## src/rtl/sm_trace_if.sv

```systemverilog
// Control, status and read-back signals of the schoolMIPS trace buffer.
// The master side is the CPU/debug host and the slave side is the buffer.
interface sm_trace_if #(
  parameter int unsigned DEPTH_LOG2  = 4,
  parameter int unsigned PC_WIDTH    = 32,
  parameter int unsigned INSTR_WIDTH = 32,
  parameter int unsigned CYCLE_WIDTH = 16
);
  logic                   sampleEn;
  logic [PC_WIDTH-1:0]    pc;
  logic [INSTR_WIDTH-1:0] instr;
  logic                   arm;
  logic                   trigEnable;
  logic [PC_WIDTH-1:0]    trigPc;
  logic [DEPTH_LOG2-1:0]  postCount;
  logic [CYCLE_WIDTH-1:0] timeoutLimit;
  logic [DEPTH_LOG2-1:0]  rdIndex;

  logic [1:0]             state;
  logic [DEPTH_LOG2:0]    entries;
  logic [DEPTH_LOG2-1:0]  trigIndex;
  logic                   timedOut;
  logic                   rdValid;
  logic [PC_WIDTH-1:0]    rdPc;
  logic [INSTR_WIDTH-1:0] rdInstr;
  logic [CYCLE_WIDTH-1:0] rdCycle;

  modport master (
    output sampleEn, pc, instr, arm, trigEnable, trigPc, postCount, timeoutLimit, rdIndex,
    input  state, entries, trigIndex, timedOut, rdValid, rdPc, rdInstr, rdCycle
  );

  modport slave (
    input  sampleEn, pc, instr, arm, trigEnable, trigPc, postCount, timeoutLimit, rdIndex,
    output state, entries, trigIndex, timedOut, rdValid, rdPc, rdInstr, rdCycle
  );
endinterface

```

## src/rtl/sm_trace_buffer.sv

```systemverilog
// Circular execution trace buffer: captures (pc, instr, cycle stamp) per enabled
// CPU cycle, freezes on a PC trigger plus post count or on timeout, reads oldest-first.
module sm_trace_buffer #(
  parameter int unsigned DEPTH_LOG2  = 4,
  parameter int unsigned PC_WIDTH    = 32,
  parameter int unsigned INSTR_WIDTH = 32,
  parameter int unsigned CYCLE_WIDTH = 16
) (
  input  logic        clk,
  input  logic        rst_n,
  sm_trace_if.slave   bus
);

  localparam int unsigned DEPTH = 1 << DEPTH_LOG2;
  localparam int unsigned DL    = DEPTH_LOG2;
  localparam int unsigned CW    = CYCLE_WIDTH;

  typedef enum logic [1:0] {
    S_IDLE  = 2'd0,
    S_ARMED = 2'd1,
    S_POST  = 2'd2,
    S_DONE  = 2'd3
  } state_e;

  state_e          state_q, state_d;
  logic [DL-1:0]   wr_ptr_q, wr_ptr_d;
  logic [DL:0]     entries_q, entries_d;
  logic [CW-1:0]   cnt_q, cnt_d;
  logic [DL-1:0]   trig_addr_q, trig_addr_d;
  logic            triggered_q, triggered_d;
  logic [DL-1:0]   remaining_q, remaining_d;
  logic            timed_out_q, timed_out_d;
  logic [DL-1:0]   trig_index_q, trig_index_d;

  logic                   rd_valid_q, rd_valid_d;
  logic [PC_WIDTH-1:0]    rd_pc_q;
  logic [INSTR_WIDTH-1:0] rd_instr_q;
  logic [CW-1:0]          rd_cycle_q;

  logic [PC_WIDTH-1:0]    mem_pc    [DEPTH];
  logic [INSTR_WIDTH-1:0] mem_instr [DEPTH];
  logic [CW-1:0]          mem_cycle [DEPTH];

  logic          we_c;
  logic          capture_c;
  logic          trig_hit_c;
  logic          timeout_hit_c;
  logic [DL-1:0] oldest_d_c;
  logic [DL-1:0] rd_addr_c;

  // Next-state logic; postCount is DL bits wide so it never exceeds DEPTH-1.
  always_comb begin
    state_d       = state_q;
    wr_ptr_d      = wr_ptr_q;
    entries_d     = entries_q;
    cnt_d         = cnt_q;
    trig_addr_d   = trig_addr_q;
    triggered_d   = triggered_q;
    remaining_d   = remaining_q;
    timed_out_d   = timed_out_q;
    capture_c     = 1'b0;
    we_c          = 1'b0;

    trig_hit_c    = bus.trigEnable && bus.sampleEn && (bus.pc == bus.trigPc);
    timeout_hit_c = bus.trigEnable && (bus.timeoutLimit != '0) &&
                    (cnt_q == CW'(bus.timeoutLimit - CW'(1)));

    if (bus.arm) begin
      state_d     = S_ARMED;
      wr_ptr_d    = '0;
      entries_d   = '0;
      cnt_d       = '0;
      trig_addr_d = '0;
      triggered_d = 1'b0;
      remaining_d = '0;
      timed_out_d = 1'b0;
    end else begin
      unique case (state_q)
        S_IDLE: ;
        S_ARMED: begin
          cnt_d     = cnt_q + CW'(1);
          capture_c = bus.sampleEn;
          if (trig_hit_c) begin
            trig_addr_d = wr_ptr_q;
            triggered_d = 1'b1;
            remaining_d = bus.postCount;
            state_d     = (bus.postCount == '0) ? S_DONE : S_POST;
          end else if (timeout_hit_c) begin
            state_d     = S_DONE;
            timed_out_d = 1'b1;
          end
        end
        S_POST: begin
          cnt_d     = cnt_q + CW'(1);
          capture_c = bus.sampleEn;
          if (bus.sampleEn) begin
            remaining_d = remaining_q - DL'(1);
            if (remaining_q == DL'(1)) state_d = S_DONE;
          end
        end
        S_DONE: ;
        default: state_d = S_IDLE;
      endcase
    end

    if (capture_c) begin
      we_c     = 1'b1;
      wr_ptr_d = wr_ptr_q + DL'(1);
      if (entries_q != (DL+1)'(DEPTH)) entries_d = entries_q + (DL+1)'(1);
    end

    oldest_d_c   = wr_ptr_d - entries_d[DL-1:0];
    trig_index_d = triggered_d ? DL'(trig_addr_d - oldest_d_c) : '0;

    rd_addr_c  = DL'(wr_ptr_q - entries_q[DL-1:0] + bus.rdIndex);
    rd_valid_d = ((DL+1)'(bus.rdIndex) < entries_q);
  end

  always_ff @(posedge clk or negedge rst_n) begin
    if (!rst_n) begin
      state_q      <= S_IDLE;
      wr_ptr_q     <= '0;
      entries_q    <= '0;
      cnt_q        <= '0;
      trig_addr_q  <= '0;
      triggered_q  <= 1'b0;
      remaining_q  <= '0;
      timed_out_q  <= 1'b0;
      trig_index_q <= '0;
    end else begin
      state_q      <= state_d;
      wr_ptr_q     <= wr_ptr_d;
      entries_q    <= entries_d;
      cnt_q        <= cnt_d;
      trig_addr_q  <= trig_addr_d;
      triggered_q  <= triggered_d;
      remaining_q  <= remaining_d;
      timed_out_q  <= timed_out_d;
      trig_index_q <= trig_index_d;
    end
  end

  // Sample RAM; contents need no reset since entries gates visibility.
  always_ff @(posedge clk) begin
    if (we_c) begin
      mem_pc[wr_ptr_q]    <= bus.pc;
      mem_instr[wr_ptr_q] <= bus.instr;
      mem_cycle[wr_ptr_q] <= cnt_q;
    end
  end

  // Registered read port; a same-edge write to the slot yields the old data.
  always_ff @(posedge clk or negedge rst_n) begin
    if (!rst_n) begin
      rd_valid_q <= 1'b0;
      rd_pc_q    <= '0;
      rd_instr_q <= '0;
      rd_cycle_q <= '0;
    end else begin
      rd_valid_q <= rd_valid_d;
      rd_pc_q    <= rd_valid_d ? mem_pc[rd_addr_c]    : '0;
      rd_instr_q <= rd_valid_d ? mem_instr[rd_addr_c] : '0;
      rd_cycle_q <= rd_valid_d ? mem_cycle[rd_addr_c] : '0;
    end
  end

  assign bus.state     = state_q;
  assign bus.entries   = entries_q;
  assign bus.trigIndex = trig_index_q;
  assign bus.timedOut  = timed_out_q;
  assign bus.rdValid   = rd_valid_q;
  assign bus.rdPc      = rd_pc_q;
  assign bus.rdInstr   = rd_instr_q;
  assign bus.rdCycle   = rd_cycle_q;

endmodule

```

## src/flat_wrapper.sv

```systemverilog
// flat-port wrapper written by rule: the top's interface ports become plain ports
module sm_trace_buffer_flat 
#(
  parameter int unsigned DEPTH_LOG2  = 4,
  parameter int unsigned PC_WIDTH    = 32,
  parameter int unsigned INSTR_WIDTH = 32,
  parameter int unsigned CYCLE_WIDTH = 16
)
  (clk, rst_n, bus_sampleEn, bus_pc, bus_instr, bus_arm, bus_trigEnable, bus_trigPc, bus_postCount, bus_timeoutLimit, bus_rdIndex, bus_state, bus_entries, bus_trigIndex, bus_timedOut, bus_rdValid, bus_rdPc, bus_rdInstr, bus_rdCycle);
  sm_trace_if #(.DEPTH_LOG2(DEPTH_LOG2), .PC_WIDTH(PC_WIDTH), .INSTR_WIDTH(INSTR_WIDTH), .CYCLE_WIDTH(CYCLE_WIDTH)) bus_i ();
  input  logic clk;
  input  logic rst_n;
  input wire logic [$bits(bus_i.sampleEn)-1:0] bus_sampleEn;
  input wire logic [$bits(bus_i.pc)-1:0] bus_pc;
  input wire logic [$bits(bus_i.instr)-1:0] bus_instr;
  input wire logic [$bits(bus_i.arm)-1:0] bus_arm;
  input wire logic [$bits(bus_i.trigEnable)-1:0] bus_trigEnable;
  input wire logic [$bits(bus_i.trigPc)-1:0] bus_trigPc;
  input wire logic [$bits(bus_i.postCount)-1:0] bus_postCount;
  input wire logic [$bits(bus_i.timeoutLimit)-1:0] bus_timeoutLimit;
  input wire logic [$bits(bus_i.rdIndex)-1:0] bus_rdIndex;
  output wire logic [$bits(bus_i.state)-1:0] bus_state;
  output wire logic [$bits(bus_i.entries)-1:0] bus_entries;
  output wire logic [$bits(bus_i.trigIndex)-1:0] bus_trigIndex;
  output wire logic [$bits(bus_i.timedOut)-1:0] bus_timedOut;
  output wire logic [$bits(bus_i.rdValid)-1:0] bus_rdValid;
  output wire logic [$bits(bus_i.rdPc)-1:0] bus_rdPc;
  output wire logic [$bits(bus_i.rdInstr)-1:0] bus_rdInstr;
  output wire logic [$bits(bus_i.rdCycle)-1:0] bus_rdCycle;
  assign bus_i.sampleEn = bus_sampleEn;
  assign bus_i.pc = bus_pc;
  assign bus_i.instr = bus_instr;
  assign bus_i.arm = bus_arm;
  assign bus_i.trigEnable = bus_trigEnable;
  assign bus_i.trigPc = bus_trigPc;
  assign bus_i.postCount = bus_postCount;
  assign bus_i.timeoutLimit = bus_timeoutLimit;
  assign bus_i.rdIndex = bus_rdIndex;
  assign bus_state = bus_i.state;
  assign bus_entries = bus_i.entries;
  assign bus_trigIndex = bus_i.trigIndex;
  assign bus_timedOut = bus_i.timedOut;
  assign bus_rdValid = bus_i.rdValid;
  assign bus_rdPc = bus_i.rdPc;
  assign bus_rdInstr = bus_i.rdInstr;
  assign bus_rdCycle = bus_i.rdCycle;
  sm_trace_buffer #(.DEPTH_LOG2(DEPTH_LOG2), .PC_WIDTH(PC_WIDTH), .INSTR_WIDTH(INSTR_WIDTH), .CYCLE_WIDTH(CYCLE_WIDTH)) u_core (.clk(clk), .rst_n(rst_n), .bus(bus_i));
endmodule
```

## config.mk

```make
export PLATFORM = sky130hd
export DESIGN_NAME = sm_trace_buffer_flat
export DESIGN_NICKNAME = d
export VERILOG_FILES = /design/src/rtl/sm_trace_if.sv /design/src/rtl/sm_trace_buffer.sv /design/src/flat_wrapper.sv
export SDC_FILE = /design/constraint.sdc
export NUM_CORES = 1
export LEC_CHECK = 0
export ABC_AREA = 0
export ABC_CLOCK_PERIOD_IN_PS = 7110
export CORE_MARGIN = 5
export CORE_UTILIZATION = 40
export CTS_CLUSTER_SIZE = 25
export DETAILED_ROUTE_END_ITERATION = 10
export PLACE_DENSITY = 0.63
export SLEW_MARGIN = 20
export SYNTH_ARGS = -nofsm -noshare
export SYNTH_HDL_FRONTEND = slang
export SYNTH_SLANG_ARGS = --single-unit
```

## constraint.sdc

```tcl
create_clock -name clk -period 7.11 [get_ports clk]
set_clock_uncertainty 0.2 [all_clocks]
set_input_delay 1.422 -clock clk [delete_from_list [all_inputs] [get_ports clk]]
set_output_delay 1.422 -clock clk [all_outputs]
set_load 0.03 [all_outputs]
```

# --- Word-level counts from Yosys, hierarchy flattened ---
# Memories as Yosys holds them, arrays and structs flattened.
# Cells that the tools add are included.
word_totals:
  ram_bits: 1280
  output_inout_bits: 93
  mem_count: 3
  wordCells: 88
  input_bits: 125
  reg_bits: 122
memory_table:
  columns: ["name", "words", "word_bits", "rd", "rd_ports_with_merged_regs", "write_ports", "line_no", "source"]
  rows:
  - ["u_core.mem_instr", 16, 32, 1, 0, 1, "sm_trace_buffer.sv:41", "logic [INSTR_WIDTH-1:0] mem_instr [DEPTH];"]
  - ["u_core.mem_pc", 16, 32, 1, 0, 1, "sm_trace_buffer.sv:40", "logic [PC_WIDTH-1:0] mem_pc [DEPTH];"]
  - ["u_core.mem_cycle", 16, 16, 1, 0, 1, "sm_trace_buffer.sv:42", "logic [CW-1:0] mem_cycle [DEPTH];"]
op_classes:
  n_reduce_logical: 14
  n_eq_ne: 11
  order_cmp: 1
  mux: 37
  addsub: 9
ops:
  columns: ["operator", "count"]
  rows:
  - ["$mux W32", 2]
  - ["$mux W16", 3]
  - ["$mux W4", 9]
  - ["$eq A32 B32 Y1", 1]
  - ["$add A16 B1 Y16 const B", 1]
  - ["$eq A16 B16 Y1", 1]
  - ["$reduce_bool A16 Y1", 1]
  - ["$sub A16 B1 Y16 const B", 1]
  - ["$mux W5", 3]
  - ["$mux W1", 13]
  - ["$sub A4 B4 Y4", 3]
  - ["$mux W2", 5]
  - ["$pmux W4 S2", 1]
  - ["$ne A3 B2 Y1 const B", 2]
  - ["$reduce_and A3 Y1", 2]
  - ["$reduce_bool A2 Y1", 3]
  - ["$add A5 B1 Y5 const B", 1]
  - ["$lt A4 B5 Y1", 1]
  - ["$ne A5 B5 Y1 const B", 1]
  - ["$add A4 B1 Y4 const B", 1]
  - ["$add A4 B4 Y4", 1]
  - ["$eq A4 B1 Y1 const B", 1]
  - ["$logic_and A1 B1 Y1", 4]
  - ["$logic_not A4 Y1", 1]
  - ["10 further kinds", 10]

# --- Depth between registers and ports, before layout ---
# Gate-level depths: netlist (run 1).
logic_depth:
  ltp_word: 8
  ltp_mapped: 17
  depth_no_buf: 17

# --- Worst setup path after synthesis (run 1) ---
# OpenSTA, ideal clock, no wires.
synth_path:
  kind: "input-to-reg"
  startpoint: "in bus_arm"
  endpoint: "reg u_core.trig_index_q[3] (netlist: u_core.bus.trigIndex[3])"
  required_time_ns: 6.811
  arrival_ns: 4.436
  path_buffers: 4
  cell_stages: 14
  setup_time_ns: 0.099
  setup_slack_ns: 2.374
  path_cell_list: "clkbuf_1 clkbuf_1 buf_1 clkbuf_1 a21oi_1 fa_1 ha_1 a21o_1 a21oi_1 xnor2_1 xnor2_1 xnor2_1 a311oi_1 a311oi_1"
synth_via:
  elab_chain_len: 6
  elab_cells_between_ends: 11
  classes_between: "add/sub (2); mux (9)"
synth_rtl:
  columns: ["element", "line_no", "source"]
  rows:
  - ["start, declared", "flat_wrapper.sv:16", "input wire logic [$bits(bus_i.arm)-1:0] bus_arm;"]
  - ["$mux W5", "sm_trace_buffer.sv:68", "if (bus.arm) begin"]
  - ["$mux W5", "sm_trace_buffer.sv:109", "if (entries_q != (DL+1)'(DEPTH)) entries_d = entries_q + (DL+1)'(1);"]
  - ["$mux W5 *", "sm_trace_buffer.sv:106", "if (capture_c) begin"]
  - ["named net u_core.entries_d[1]", "sm_trace_buffer.sv:27", "logic [DL:0] entries_q, entries_d;"]
  - ["$sub A4 B4 Y4 *", "sm_trace_buffer.sv:112", "oldest_d_c = wr_ptr_d - entries_d[DL-1:0];"]
  - ["$sub A4 B4 Y4 *", "sm_trace_buffer.sv:113", "trig_index_d = triggered_d ? DL'(trig_addr_d - oldest_d_c) : '0;"]
  - ["$mux W4 *", "sm_trace_buffer.sv:113", null]
  - ["named net u_core.trig_index_d[3]", "sm_trace_buffer.sv:33", "logic [DL-1:0] trig_index_q, trig_index_d;"]
  - ["end signal, assigned", "sm_trace_buffer.sv:139", "trig_index_q <= trig_index_d;"]
  - ["end, declared", "sm_trace_buffer.sv:33", null]
# Mark *: on every way through the listed nets, which the timed path passes. The rest lies on a longest branch.
# A chain may end at the register's enable or synchronous reset.

# --- Final worst setup path (run 1) ---
layout_path:
  startpoint: "in bus_pc[24]"
  endpoint: "reg u_core.trig_index_q[3] (netlist: u_core.bus.trigIndex[3])"
layout_via:
  elab_chain_len: 7
  elab_cells_between_ends: 10
  classes_between: "add/sub (1); eq/ne (1); mux (7); reduce/logical (1)"
layout_rtl:
  columns: ["element", "line_no", "source"]
  rows:
  - ["start, declared", "flat_wrapper.sv:14", "input wire logic [$bits(bus_i.pc)-1:0] bus_pc;"]
  - ["$eq A32 B32 Y1", "sm_trace_buffer.sv:64", "trig_hit_c = bus.trigEnable && bus.sampleEn && (bus.pc == bus.trigPc);"]
  - ["$logic_and A1 B1 Y1", "sm_trace_buffer.sv:64", null]
  - ["$mux W4", "sm_trace_buffer.sv:83", "if (trig_hit_c) begin"]
  - ["$mux W4", "sm_trace_buffer.sv:78", "unique case (state_q)"]
  - ["$mux W4", "sm_trace_buffer.sv:68", null]
  - ["named net u_core.trig_addr_d[1]", "sm_trace_buffer.sv:29", "logic [DL-1:0] trig_addr_q, trig_addr_d;"]
  - ["$sub A4 B4 Y4", "sm_trace_buffer.sv:113", null]
  - ["$mux W4", "sm_trace_buffer.sv:113", null]
  - ["named net u_core.trig_index_d[3]", "sm_trace_buffer.sv:33", null]
# The timed path passes the listed nets, and every way through them passes these cells.

==> run summary, run 1 <==
POWER
-------------------------------------------------------------------------------------
P per Cell Area ........................................................  357 mW/mm^2
Register share of total power ..........................................        41.4%
Portion of total power attributed to the clock network .................        33.2%
Worst voltage drop across the vdd grid .................................     0.311 mV
Net load switching power ...............................................      6420 uW
Net Sw Frac ............................................................        28.2%
Internal power summed over all cells ...................................     16400 uW
Leakage power of the design ............................................    0.0207 uW
Logic gate share of total power ........................................        25.4%

SYNTH
-------------------------------------------------------------------------------------
Avg Synthesized Cell Area ..............................................    21.2 um^2
Area fraction of the dominant cell type after synthesis ................        70.7%
Cells taking the most area after synthesis ............................. sky130_fd_sc_hd__edfxtp_1, sky130_fd_sc_hd__mux4_2, sky130_fd_sc_hd__dfrtp_1
Cell accounting for the most synthesized area .......................... sky130_fd_sc_hd__edfxtp_1
Synth Register Bits ....................................................         1402
Synthesized instance count .............................................         2560
Synthesized cell area ..................................................  0.0543 mm^2
Ys async rst share .....................................................        8.70%
Synthesized net count ..................................................         2715
Sequential-to-total area share from yosys stat .........................        76.3%
Ys Warns ...............................................................            0
Number of different library cells in the post-synthesis netlist ........           54
Number of enable flip-flop cells after synthesis .......................         1280
Dominant synthesized flop cell ......................................... sky130_fd_sc_hd__edfxtp_1

ROUTE
-------------------------------------------------------------------------------------
Drt wl/cell ............................................................      27.4 um
Met3 Routed Length .....................................................      7590 um
Via total after detailed routing .......................................        26.5k
Uppermost signal routing layer after detailed routing ..................         met5
DRT iter0 DRCs .........................................................         2136
Met1 layer wirelength in the final routing .............................     55800 um
Vias/cell ..............................................................         5.57
DRC violations left ....................................................            0
Wire length on met2 ....................................................     64400 um
Total wirelength of the detailed-routed design .........................    130000 um
Drt first pass iters ...................................................            5
Number of nets with antenna violations after routing ...................            0

CLOCKING
-------------------------------------------------------------------------------------
Latest clock arrival within the worst-skew pair ........................      0.78 ns
Clock Tree Buf Depth ...................................................            3
H-Tree Depth ...........................................................            4
CTS resizes ............................................................            0
TritonCTS Sinks ........................................................         1402
Root cell of the clock tree ............................................ sky130_fd_sc_hd__clkbuf_16
Post-CTS setup buffer count ............................................            0
Count of hold-fix buffers inserted at cts ..............................            0
CTS tree ...............................................................        built
Reg clk slew, reported paths ...........................................      0.07 ns
Number of buffers created by CTS .......................................          144

STA
-------------------------------------------------------------------------------------
Time the worst path needs with I/O delays and setup ....................      5.49 ns
Final Cycle Share ......................................................        77.1%
Sum of negative setup slack ............................................         0 ns
Headroom to the max-slew limit .........................................        24.0%
Final count of hold timing violations ..................................            0
Slew at the pin with the worst max-slew slack ..........................      1.14 ns
Final Max Tran Viols ...................................................            0
Setup violation total in the final timing report .......................            0
Highest clock rate .....................................................    0.182 GHz
Setup repair after global routing missed its margin ....................        false
Fin Hold WS ............................................................     0.318 ns

FINAL LAYOUT
-------------------------------------------------------------------------------------
Fill cell count ........................................................        10.9k
Final net count ........................................................         3009
Non-filler instance count after layout .................................         4759
Most frequent standard cell in the layout excluding fill and tap cells . sky130_fd_sc_hd__edfxtp_1
Area growth from synthesis to layout ...................................        17.6%
Finished Core Util .....................................................        47.2%
Share of final-layout standard cells stronger than drive strength 1 ....        21.2%
Most used cells in the layout excluding fill and tap cells ............. sky130_fd_sc_hd__edfxtp_1, sky130_fd_sc_hd__mux4_2, sky130_fd_sc_hd__clkdlybuf4s50_1, sky130_fd_sc_hd__a211oi_1, sky130_fd_sc_hd__clkbuf_16
Flip-flop and latch area ...............................................  0.0415 mm^2
Footprint of the multi-input gates .....................................  0.0123 mm^2

GLOBAL ROUTE
-------------------------------------------------------------------------------------
Initial antenna violation count ........................................            8
Wire length of the first global-routing pass ...........................    190000 um
Pin count of the biggest net entering global routing ...................           97
GRT Total Usage ........................................................        18.3%
GRT Residual Overflow ..................................................            0
Number of global-route vias before repair ..............................        28.2k

HOLD PATH
-------------------------------------------------------------------------------------
Type of the worst min-delay path ....................................... register to register

DIE
-------------------------------------------------------------------------------------
Placement Rows .........................................................          135
Area of the die ........................................................   0.143 mm^2
Chip width .............................................................       379 um
Initial core utilization ...............................................        40.2%
Vertical extent of the die .............................................       379 um
Number of primary I/O pins .............................................          218
Area of the core .......................................................   0.135 mm^2

WORST SETUP PATH
-------------------------------------------------------------------------------------
Classification of the worst setup path ................................. input pin to register
Kind of start point of the critical path ...............................    input pin
Required time worst endpoint ...........................................      7.53 ns
Arrival time at the worst endpoint .....................................      5.91 ns
Crit path capture type .................................................     register
Maximum fanout encountered on the critical timing path .................           17

PLACED DESIGN
-------------------------------------------------------------------------------------
I/O Buffers ............................................................          217
Number of placed cells counting well taps ..............................         4489
Gpl congestion .........................................................        0.764
Detail Placement HPWL ..................................................     68800 um

RUN
-------------------------------------------------------------------------------------
Max_cap viols ..........................................................            0

RUN STATUS
-------------------------------------------------------------------------------------
Status .................................................................    completed

==> final timing paths <==
path / cells after the start / startpoint / slack, ns / endpoint
hold / removal: 2 / u_core.bus.timedOut / 0.32 / u_core.bus.timedOut
setup / recovery: 17 / bus_pc[24] / 1.62 / u_core.bus.trigIndex[3]
setup reg to reg: 11 / u_core.wr_ptr_q[0] / 2.80 / u_core.bus.rdPc[28]
min in group asynchronous: 1 / rst_n / 0.49 / u_core.bus.rdPc[13]
hold reg to reg: 2 / u_core.bus.timedOut / 0.32 / u_core.bus.timedOut
max in group asynchronous: 2 / rst_n / 5.19 / u_core.bus.rdInstr[12]
==> synthesized netlist by cell type (3+ instances only) <==
master                     number
sky130_fd_sc_hd__edfxtp_1    1280
sky130_fd_sc_hd__mux4_2       320
sky130_fd_sc_hd__a211oi_1     161
sky130_fd_sc_hd__dfrtp_1      122
sky130_fd_sc_hd__clkbuf_1      98
sky130_fd_sc_hd__nor2b_1       84
sky130_fd_sc_hd__mux2i_1       83
sky130_fd_sc_hd__xnor2_1       51
sky130_fd_sc_hd__nor2_1        38
sky130_fd_sc_hd__inv_1         35
sky130_fd_sc_hd__nand2_1       30
sky130_fd_sc_hd__buf_1         27
sky130_fd_sc_hd__ha_1          24
sky130_fd_sc_hd__and2_1        23
sky130_fd_sc_hd__xor2_1        23
sky130_fd_sc_hd__nand4_1       20
sky130_fd_sc_hd__a21oi_1       16
sky130_fd_sc_hd__nand3_1       14
sky130_fd_sc_hd__o21ai_0       12
sky130_fd_sc_hd__buf_2         10
sky130_fd_sc_hd__nor4_1         8
sky130_fd_sc_hd__nand2b_1       7
sky130_fd_sc_hd__nor3_1         7
sky130_fd_sc_hd__fa_1           6
sky130_fd_sc_hd__and3_1         5
sky130_fd_sc_hd__a21o_1         4
sky130_fd_sc_hd__nor3b_1        4
sky130_fd_sc_hd__or2_2          4
sky130_fd_sc_hd__or3_1          4
sky130_fd_sc_hd__or4_1          4
sky130_fd_sc_hd__a311oi_1       3
sky130_fd_sc_hd__nand3b_1       3
sky130_fd_sc_hd__o31ai_1        3
sky130_fd_sc_hd__o41ai_1        3
==> worst max-delay path, stage by stage <==
cell and delay (ns):
sky130_fd_sc_hd__clkdlybuf4s50_1 0.69, sky130_fd_sc_hd__xnor2_1 0.49, sky130_fd_sc_hd__nand4_1 0.25, sky130_fd_sc_hd__nor3_1 0.22, sky130_fd_sc_hd__and3_1 0.41, sky130_fd_sc_hd__nand2_1 0.24, sky130_fd_sc_hd__nand2_1 0.13, sky130_fd_sc_hd__a21oi_1 0.10
sky130_fd_sc_hd__fa_1 0.59, sky130_fd_sc_hd__ha_1 0.25, sky130_fd_sc_hd__a21o_1 0.16, sky130_fd_sc_hd__a21oi_1 0.18, sky130_fd_sc_hd__xnor2_1 0.15, sky130_fd_sc_hd__xnor2_1 0.15, sky130_fd_sc_hd__xnor2_1 0.12, sky130_fd_sc_hd__a311oi_1 0.26
sky130_fd_sc_hd__a311oi_1 0.08
==> power by group through the flow <==
stage               Combinational (uW)  Clock [uW]  Sequential [uW]
detailed placement                5860           0             9620
floorplan                         3770           0             9890
finish                            5790        7560             9440
CTS                               5890        7710             9450
global route                      6220        8070             9460
global placement                  5810           0             9610
==> cell families (layout without fill, tap and decap cells) <==
group	after synthesis	after routing	synth area share [%]
other cells	0	3	0
fa+ha+maj	30	30	0.774
mux	404	404	14.8
buf+inv	171	586	1.22
compound gates	214	214	2.89
simple gates	265	265	2.78
flops	1402	1402	76.3
xor+xnor	74	74	1.19
==> routing by layer <==
metal  global-route usage (%)  vias to the layer above
met5                        0                        -
met4                     4.76                        4
met3                     3.51                      173
met2                     30.1                      855
met1                     25.2                    14278
li1                         -                    11200
==> state kept, by name, summed over array words and instances (netlist names) <==
name	flops
u_core.bus.entries	5
u_core.bus.rdCycle	16
u_core.bus.rdInstr	32
u_core.bus.rdPc	32
u_core.bus.rdValid	1
u_core.bus.state	2
u_core.bus.timedOut	1
u_core.bus.trigIndex	4
u_core.cnt_q	16
u_core.mem_cycle	256
u_core.mem_instr	512
u_core.mem_pc	512
u_core.remaining_q	4
u_core.trig_addr_q	4
u_core.triggered_q	1
u_core.wr_ptr_q	4
==> area by class of cell <==
type                    instances  area share (%)
diodes                          3          0.0117
clock buffers                 187            6.00
clock inverters                80            1.46
inverters                      35           0.206
multi-input cells             987            19.2
flip-flops and latches       1402            64.9
well taps                    1781            3.49
repair buffers                284            4.65
==> metrics by stage <==
step           setup slack (ns)  power (uW)  cell area [um^2]
4_1_cts                    1.63       23000             63900
6_report                   1.62       22800             63900
3_3_place_gp              0.916       15400             59100
2_1_floorplan              2.37       13700             54300
5_1_grt                    1.29       23700             63900
3_5_place_dp              0.790       15500             59100
Power figures use the tool's default switching activity.
==> run 2, diff against run 1 <==
ABC_CLOCK_PERIOD_IN_PS = 5000   (was 7110)
PLACE_DENSITY = 0.65   (was 0.63)
clock period = 5 ns   (was 7.11 ns; I/O delays follow)
==> run summary, run 2 (synthesized netlist as in run 1, its figures left out) <==
STA
-------------------------------------------------------------------------------------
Final Cycle Share ......................................................        92.8%
Time the worst path needs with I/O delays and setup ....................      4.64 ns
Setup violation total in the final timing report .......................            0   unchanged
Highest clock rate .....................................................    0.216 GHz
Final Worst Setup Slack ................................................     0.362 ns   -1.26 ns
Headroom to the max-slew limit .........................................        32.3%   +8.3 points
Final count of hold timing violations ..................................            0   unchanged
Sum of negative setup slack ............................................         0 ns   unchanged
Setup repair after global routing missed its margin ....................        false
Slew at the pin with the worst max-slew slack ..........................      1.02 ns   -0.125 ns
Final Max Tran Viols ...................................................            0   unchanged

PLACED DESIGN
-------------------------------------------------------------------------------------
Detail Placement HPWL ..................................................     73400 um   +6.7%
Worst Setup Slack post-DPL .............................................    -0.363 ns   -1.15 ns
Gpl congestion .........................................................        0.826   +8.2%
Number of placed cells counting well taps ..............................         4603   +2.5%
Placed cell area .......................................................  0.0604 mm^2   +2.3%
I/O Buffers ............................................................          217   unchanged

DIE
-------------------------------------------------------------------------------------
Initial core utilization ...............................................        40.2%   unchanged
Number of primary I/O pins .............................................          218   unchanged
Placement Rows .........................................................          135   unchanged
Area of the die ........................................................   0.143 mm^2   unchanged
Vertical extent of the die .............................................       379 um   unchanged
Area of the core .......................................................   0.135 mm^2   unchanged
Chip width .............................................................       379 um   unchanged

GLOBAL ROUTE
-------------------------------------------------------------------------------------
GRT Total Usage ........................................................        18.3%   +0.069 points
Initial antenna violation count ........................................            9   +1
Number of global-route vias before repair ..............................        28.4k   +0.73%
Wire length of the first global-routing pass ...........................    191000 um   +0.82%
Pin count of the biggest net entering global routing ...................           76   -22%
GRT Residual Overflow ..................................................            0   unchanged

CLOCKING
-------------------------------------------------------------------------------------
Number of buffers created by CTS .......................................          142   -1.4%
H-Tree Depth ...........................................................            4   unchanged
Reg clk slew, reported paths ...........................................      0.06 ns   about the same
Count of hold-fix buffers inserted at cts ..............................            0   unchanged
Post-CTS setup buffer count ............................................            0   unchanged
Latest clock arrival within the worst-skew pair ........................      0.74 ns   -0.04 ns
CTS resizes ............................................................            0   unchanged
CTS tree ...............................................................        built
TritonCTS Sinks ........................................................         1402   unchanged
Root cell of the clock tree ............................................ sky130_fd_sc_hd__clkbuf_16
Clock Tree Buf Depth ...................................................            3   unchanged

POWER
-------------------------------------------------------------------------------------
Leakage power of the design ............................................    0.0214 uW   +3.0%
Worst voltage drop across the vdd grid .................................     0.356 mV   +15%
P per Cell Area ........................................................  502 mW/mm^2   +41%

FINAL LAYOUT
-------------------------------------------------------------------------------------
Area growth from synthesis to layout ...................................        19.6%
Most frequent standard cell in the layout excluding fill and tap cells . sky130_fd_sc_hd__edfxtp_1
Share of final-layout standard cells stronger than drive strength 1 ....        24.0%   +2.8 points
Non-filler instance count after layout .................................         4866   +2.2%
Final Instance Area ....................................................  0.0650 mm^2   +1.8%
Final net count ........................................................         3121   +3.7%
Most used cells in the layout excluding fill and tap cells ............. sky130_fd_sc_hd__edfxtp_1, sky130_fd_sc_hd__mux4_2, sky130_fd_sc_hd__clkdlybuf4s50_1, sky130_fd_sc_hd__a211oi_1, sky130_fd_sc_hd__clkbuf_16
Largest registers ranked by flip-flop count ............................ u_core.mem_instr: 512 flops, u_core.mem_pc: 512 flops, u_core.mem_cycle: 256 flops
Finished Core Util .....................................................        48.1%   +0.83 points

WORST SETUP PATH
-------------------------------------------------------------------------------------
Capture point of the worst reg-to-reg path ............................. u_core.bus.trigIndex[3]
Classification of the worst setup path ................................. input pin to register
Start of the worst register-to-register path ........................... u_core.bus.state[1]
R2r worst-path depth ...................................................           15   +4
Kind of start point of the critical path ...............................    input pin
Arrival time at the worst endpoint .....................................      5.08 ns   -0.83 ns
Crit path capture type .................................................     register
Crit-path most repeated cell ........................................... sky130_fd_sc_hd__xnor2_1
Slowest-stage cell, CP ................................................. sky130_fd_sc_hd__fa_1
Max incr delay on CP ...................................................      0.46 ns   -0.23 ns
Required time worst endpoint ...........................................      5.45 ns   -2.08 ns
Maximum fanout encountered on the critical timing path .................            5   -12
Setup slack on the worst flop-to-flop path .............................      0.97 ns   -1.83 ns
Chain of cells forming the critical path ............................... clkdlybuf4s50_1 -> buf_4 -> xnor2_1 -> nand4_1 -> nor4_1 -> and4_1 -> buf_12 -> buf_4 -> nand2_1 -> a21oi_1 -> fa_1 -> ha_1 -> a21oi_1 -> xnor2_1 -> xnor2_1 -> xnor2_1 -> a311oi_1 -> a311oi_1

HOLD PATH
-------------------------------------------------------------------------------------
Type of the worst min-delay path ....................................... input pin to async pin

ROUTE
-------------------------------------------------------------------------------------
Total wirelength of the detailed-routed design .........................    131000 um   +0.51%
Drt first pass iters ...................................................            4   -1
Drt wl/cell ............................................................      26.9 um   -1.7%
Vias/cell ..............................................................         5.59   +0.36%
Via total after detailed routing .......................................        27.2k   +2.6%
DRT iter0 DRCs .........................................................         2477   +16%
DRC violations left ....................................................            0   unchanged
Number of nets with antenna violations after routing ...................            0   unchanged

RUN
-------------------------------------------------------------------------------------
Max_cap viols ..........................................................            0   unchanged

RUN STATUS
-------------------------------------------------------------------------------------
Status .................................................................    completed

-- run 2: cell types whose count changed in the layout (fill, tap and decap cells not counted), sizes merged --
cell,change
buf,+113
clkbuf,+16
clkinv,-14
bufinv,-5
inv,-4
clkdlybuf4s50,+1
clkinvlp,+1
diode,-1
-- run 2: worst max-delay path by stage --
stage | start | end | cells past startpoint
floorplan | bus_arm | u_core.bus.trigIndex[3] | 14
CTS | bus_pc[30] | u_core.bus.trigIndex[3] | 18
global route | bus_pc[30] | u_core.bus.trigIndex[3] | 18
finish | bus_pc[30] | u_core.bus.trigIndex[3] | 18
global placement | bus_pc[30] | u_core.bus.trigIndex[3] | 18
detailed placement | bus_pc[30] | u_core.bus.trigIndex[3] | 18
-- run 2: stage by stage --
stage / total power (uW) / hold WS, ns
after floorplan: 19400 / 0.290
after global placement: 22500 / 0.282
after detailed placement: 22600 / 0.303
after CTS: 33000 / 0.0974
after global routing: 34000 / 0.124
final: 32600 / 0.0931
-- run 2: area by class of cell --
| cell class | count | area (um^2) |
|---|---|---|
| fillers | 10818 | 70300 |
| flip-flops and latches | 1402 | 41500 |
| multi-input cells | 987 | 12300 |
| repair buffers | 398 | 4310 |
| clock buffers | 203 | 4010 |
| well taps | 1781 | 2230 |
| clock inverters | 58 | 554 |
| inverters | 35 | 131 |
| diodes | 2 | 5.00 |
-- run 2: critical path, delay by kind of cell --
kind,cells,cell delay [ns]
xor+xnor,4,0.86
buf+inv,4,0.86
simple gates,4,0.79
compound gates,4,0.78
fa+ha+maj,2,0.76
-- run 2: layer usage --
layer  wire length [um]  GRT usage [%]  vias up  part of all wire (%)
met2              64900           30.2      996                    50
met5                 13              0        -                0.0099
met4               3020           5.07        2                   2.3
li1                   -              -    11421                     -
met1              55100           25.4    14609                    42
met3               8030           3.21      175                   6.1
-- run 2: power by group --
part	total, uW	switching, uW	internal (uW)
Combinational	8850	4520	4330
Clock	10400	4310	6060
Sequential	13400	248	13200
==> run 3, diff against run 2 <==
ABC_CLOCK_PERIOD_IN_PS = not set   (was 5000)
CORE_UTILIZATION = 50   (was 40)
PLACE_DENSITY = 0.77   (was 0.65)
==> run summary, run 3 (synthesized netlist as in run 1, its figures left out) <==
RUN STATUS
-------------------------------------------------------------------------------------
Status .................................................................    completed

CLOCKING
-------------------------------------------------------------------------------------
CTS resizes ............................................................            0   unchanged
Post-CTS setup buffer count ............................................            0   unchanged
TritonCTS Sinks ........................................................         1402   unchanged
H-Tree Depth ...........................................................            4   unchanged
Count of hold-fix buffers inserted at cts ..............................            0   unchanged
Number of buffers created by CTS .......................................          136   -4.2%
Reg clk slew, reported paths ...........................................      0.06 ns   about the same
Latest clock arrival within the worst-skew pair ........................      0.72 ns   -0.02 ns
CTS tree ...............................................................        built
Root cell of the clock tree ............................................ sky130_fd_sc_hd__clkbuf_16
Clock Tree Buf Depth ...................................................            3   unchanged

PLACED DESIGN
-------------------------------------------------------------------------------------
Gpl congestion .........................................................        0.798   -3.4%
I/O Buffers ............................................................          217   unchanged
Detail Placement HPWL ..................................................     69300 um   -5.6%
Number of placed cells counting well taps ..............................         4216   -8.4%
Worst Setup Slack post-DPL .............................................    -0.316 ns   +0.0478 ns
Placed cell area .......................................................  0.0598 mm^2   -1.1%

ROUTE
-------------------------------------------------------------------------------------
Vias/cell ..............................................................         6.15   +10%
Drt first pass iters ...................................................            7   +3
Number of nets with antenna violations after routing ...................            0   unchanged
Met1 layer wirelength in the final routing .............................     50000 um   -9.3%
Met3 Routed Length .....................................................     10600 um   +32%
DRT iter0 DRCs .........................................................         3226   +30%
Via total after detailed routing .......................................        27.4k   +0.89%
Total wirelength of the detailed-routed design .........................    127000 um   -3.3%
Uppermost signal routing layer after detailed routing ..................         met5
Wire length on met2 ....................................................     63800 um   -1.7%
Drt wl/cell ............................................................      28.4 um   +5.4%
DRC violations left ....................................................            0   unchanged

POWER
-------------------------------------------------------------------------------------
Worst voltage drop across the vdd grid .................................     0.336 mV   -5.5%
Leakage power of the design ............................................    0.0212 uW   -0.77%
Total power draw .......................................................     32300 uW   -0.90%
P per Cell Area ........................................................  503 mW/mm^2   +0.22%

FINAL LAYOUT
-------------------------------------------------------------------------------------
Non-filler instance count after layout .................................         4465   -8.2%
Final net count ........................................................         3095   -0.83%
Most used cells in the layout excluding fill and tap cells ............. sky130_fd_sc_hd__edfxtp_1, sky130_fd_sc_hd__mux4_2, sky130_fd_sc_hd__clkdlybuf4s50_1, sky130_fd_sc_hd__a211oi_1, sky130_fd_sc_hd__clkbuf_16
Largest registers ranked by flip-flop count ............................ u_core.mem_instr: 512 flops, u_core.mem_pc: 512 flops, u_core.mem_cycle: 256 flops
Final Instance Area ....................................................  0.0643 mm^2   -1.1%
Area growth from synthesis to layout ...................................        18.3%
Most frequent standard cell in the layout excluding fill and tap cells . sky130_fd_sc_hd__edfxtp_1
Share of final-layout standard cells stronger than drive strength 1 ....        23.3%   -0.71 points

STA
-------------------------------------------------------------------------------------
Final Max Tran Viols ...................................................            0   unchanged
Slew at the pin with the worst max-slew slack ..........................     0.810 ns   -0.206 ns
Time the worst path needs with I/O delays and setup ....................      4.62 ns   -0.0227 ns
Fin Hold WS ............................................................    0.0396 ns   -0.0536 ns
Highest clock rate .....................................................    0.217 GHz   +0.49%
Setup violation total in the final timing report .......................            0   unchanged
Final Cycle Share ......................................................        92.3%   -0.45 points
Setup repair after global routing missed its margin ....................        false
Final count of hold timing violations ..................................            0   unchanged
Final Worst Setup Slack ................................................     0.385 ns   +0.0227 ns
Headroom to the max-slew limit .........................................        46.0%   +14 points

DIE
-------------------------------------------------------------------------------------
Chip width .............................................................       340 um   -10%
Placement Rows .........................................................          121   -10%
Vertical extent of the die .............................................       340 um   -10%
Initial core utilization ...............................................        50.1%   +10 points
Area of the core .......................................................   0.108 mm^2   -20%
Number of primary I/O pins .............................................          218   unchanged
Area of the die ........................................................   0.115 mm^2   -20%

GLOBAL ROUTE
-------------------------------------------------------------------------------------
Pin count of the biggest net entering global routing ...................           82   +7.9%
GRT Residual Overflow ..................................................            0   unchanged
GRT Total Usage ........................................................        22.1%   +3.8 points
Wire length of the first global-routing pass ...........................    190000 um   -0.61%
Initial antenna violation count ........................................            4   -5
Number of global-route vias before repair ..............................        29.1k   +2.3%

WORST SETUP PATH
-------------------------------------------------------------------------------------
Arrival time at the worst endpoint .....................................      5.01 ns   -0.07 ns
Maximum fanout encountered on the critical timing path .................            5   unchanged
Required time worst endpoint ...........................................      5.40 ns   -0.05 ns
Classification of the worst setup path ................................. input pin to register
Crit path capture type .................................................     register
Kind of start point of the critical path ...............................    input pin
R2r worst-path depth ...................................................           15   unchanged

RUN
-------------------------------------------------------------------------------------
Max_cap viols ..........................................................            0   unchanged

HOLD PATH
-------------------------------------------------------------------------------------
Type of the worst min-delay path ....................................... input pin to async pin

run 3: changes by cell type in the layout (fill, tap and decap cells not counted), moves of 4 or more:
cell | previous run | this run
sky130_fd_sc_hd__clkinv_1 | 12 | 16
sky130_fd_sc_hd__clkinv_8 | 1 | 5
sky130_fd_sc_hd__clkbuf_1 | 43 | 35
sky130_fd_sc_hd__buf_4 | 119 | 102
sky130_fd_sc_hd__clkbuf_16 | 146 | 142
sky130_fd_sc_hd__clkbuf_8 | 14 | 9
sky130_fd_sc_hd__clkinv_2 | 23 | 17
run 3: metrics by stage:
step	util, %	setup TNS [ns]
finish	59.3	0
global route	59.3	0
CTS	59.3	0
detailed placement	55.2	-0.316
global placement	55.2	-0.182
floorplan	-	0
run 3: cell type report:
type / instances / area (um^2)
multi-input cells: 987 / 12300
well taps: 1414 / 1770
clock buffers: 186 / 3810
repair buffers: 378 / 4120
inverters: 35 / 131
diodes: 3 / 7.51
clock inverters: 60 / 668
fillers: 7413 / 44100
flip-flops and latches: 1402 / 41500
run 3: path summary, 6_finish.rpt:
path                                startpoint  slack [ns]                 endpoint
hold / removal                           rst_n        0.04   u_core.bus.rdInstr[15]
hold reg to reg            u_core.bus.timedOut        0.32      u_core.bus.timedOut
setup / recovery                    bus_pc[28]        0.38  u_core.bus.trigIndex[3]
setup reg to reg           u_core.bus.state[1]        0.87  u_core.bus.trigIndex[3]
min in group clk           u_core.bus.timedOut        0.32      u_core.bus.timedOut
max in group asynchronous                rst_n        3.60    u_core.trig_addr_q[3]
run 3: power breakdown:
part	total, uW	switching (uW)	internal, uW
Sequential	13400	232	13200
Clock	10200	4230	5980
Combinational	8730	4490	4250
Total	32300	8950	23400
run 3: worst max-delay path: stages:
cell and delay [ns]:
sky130_fd_sc_hd__clkdlybuf4s50_1 0.47, sky130_fd_sc_hd__buf_4 0.16, sky130_fd_sc_hd__xnor2_1 0.15, sky130_fd_sc_hd__buf_4 0.16, sky130_fd_sc_hd__nand4_1 0.08, sky130_fd_sc_hd__nor4_1 0.26, sky130_fd_sc_hd__and4_1 0.23, sky130_fd_sc_hd__buf_4 0.17
sky130_fd_sc_hd__buf_4 0.15, sky130_fd_sc_hd__nand2_1 0.05, sky130_fd_sc_hd__a21oi_1 0.30, sky130_fd_sc_hd__fa_1 0.45, sky130_fd_sc_hd__ha_1 0.30, sky130_fd_sc_hd__a21oi_1 0.18, sky130_fd_sc_hd__xnor2_1 0.16, sky130_fd_sc_hd__xnor2_1 0.11
sky130_fd_sc_hd__xnor2_1 0.25, sky130_fd_sc_hd__a311oi_1 0.08, sky130_fd_sc_hd__a311oi_1 0.30
run 3: routing by layer:
layer / vias up / global-route usage [%]
li1: 11362 / -
met1: 14558 / 30.9
met2: 1346 / 36.4
met3: 176 / 4.49
met4: 4 / 5.46
met5: - / 0
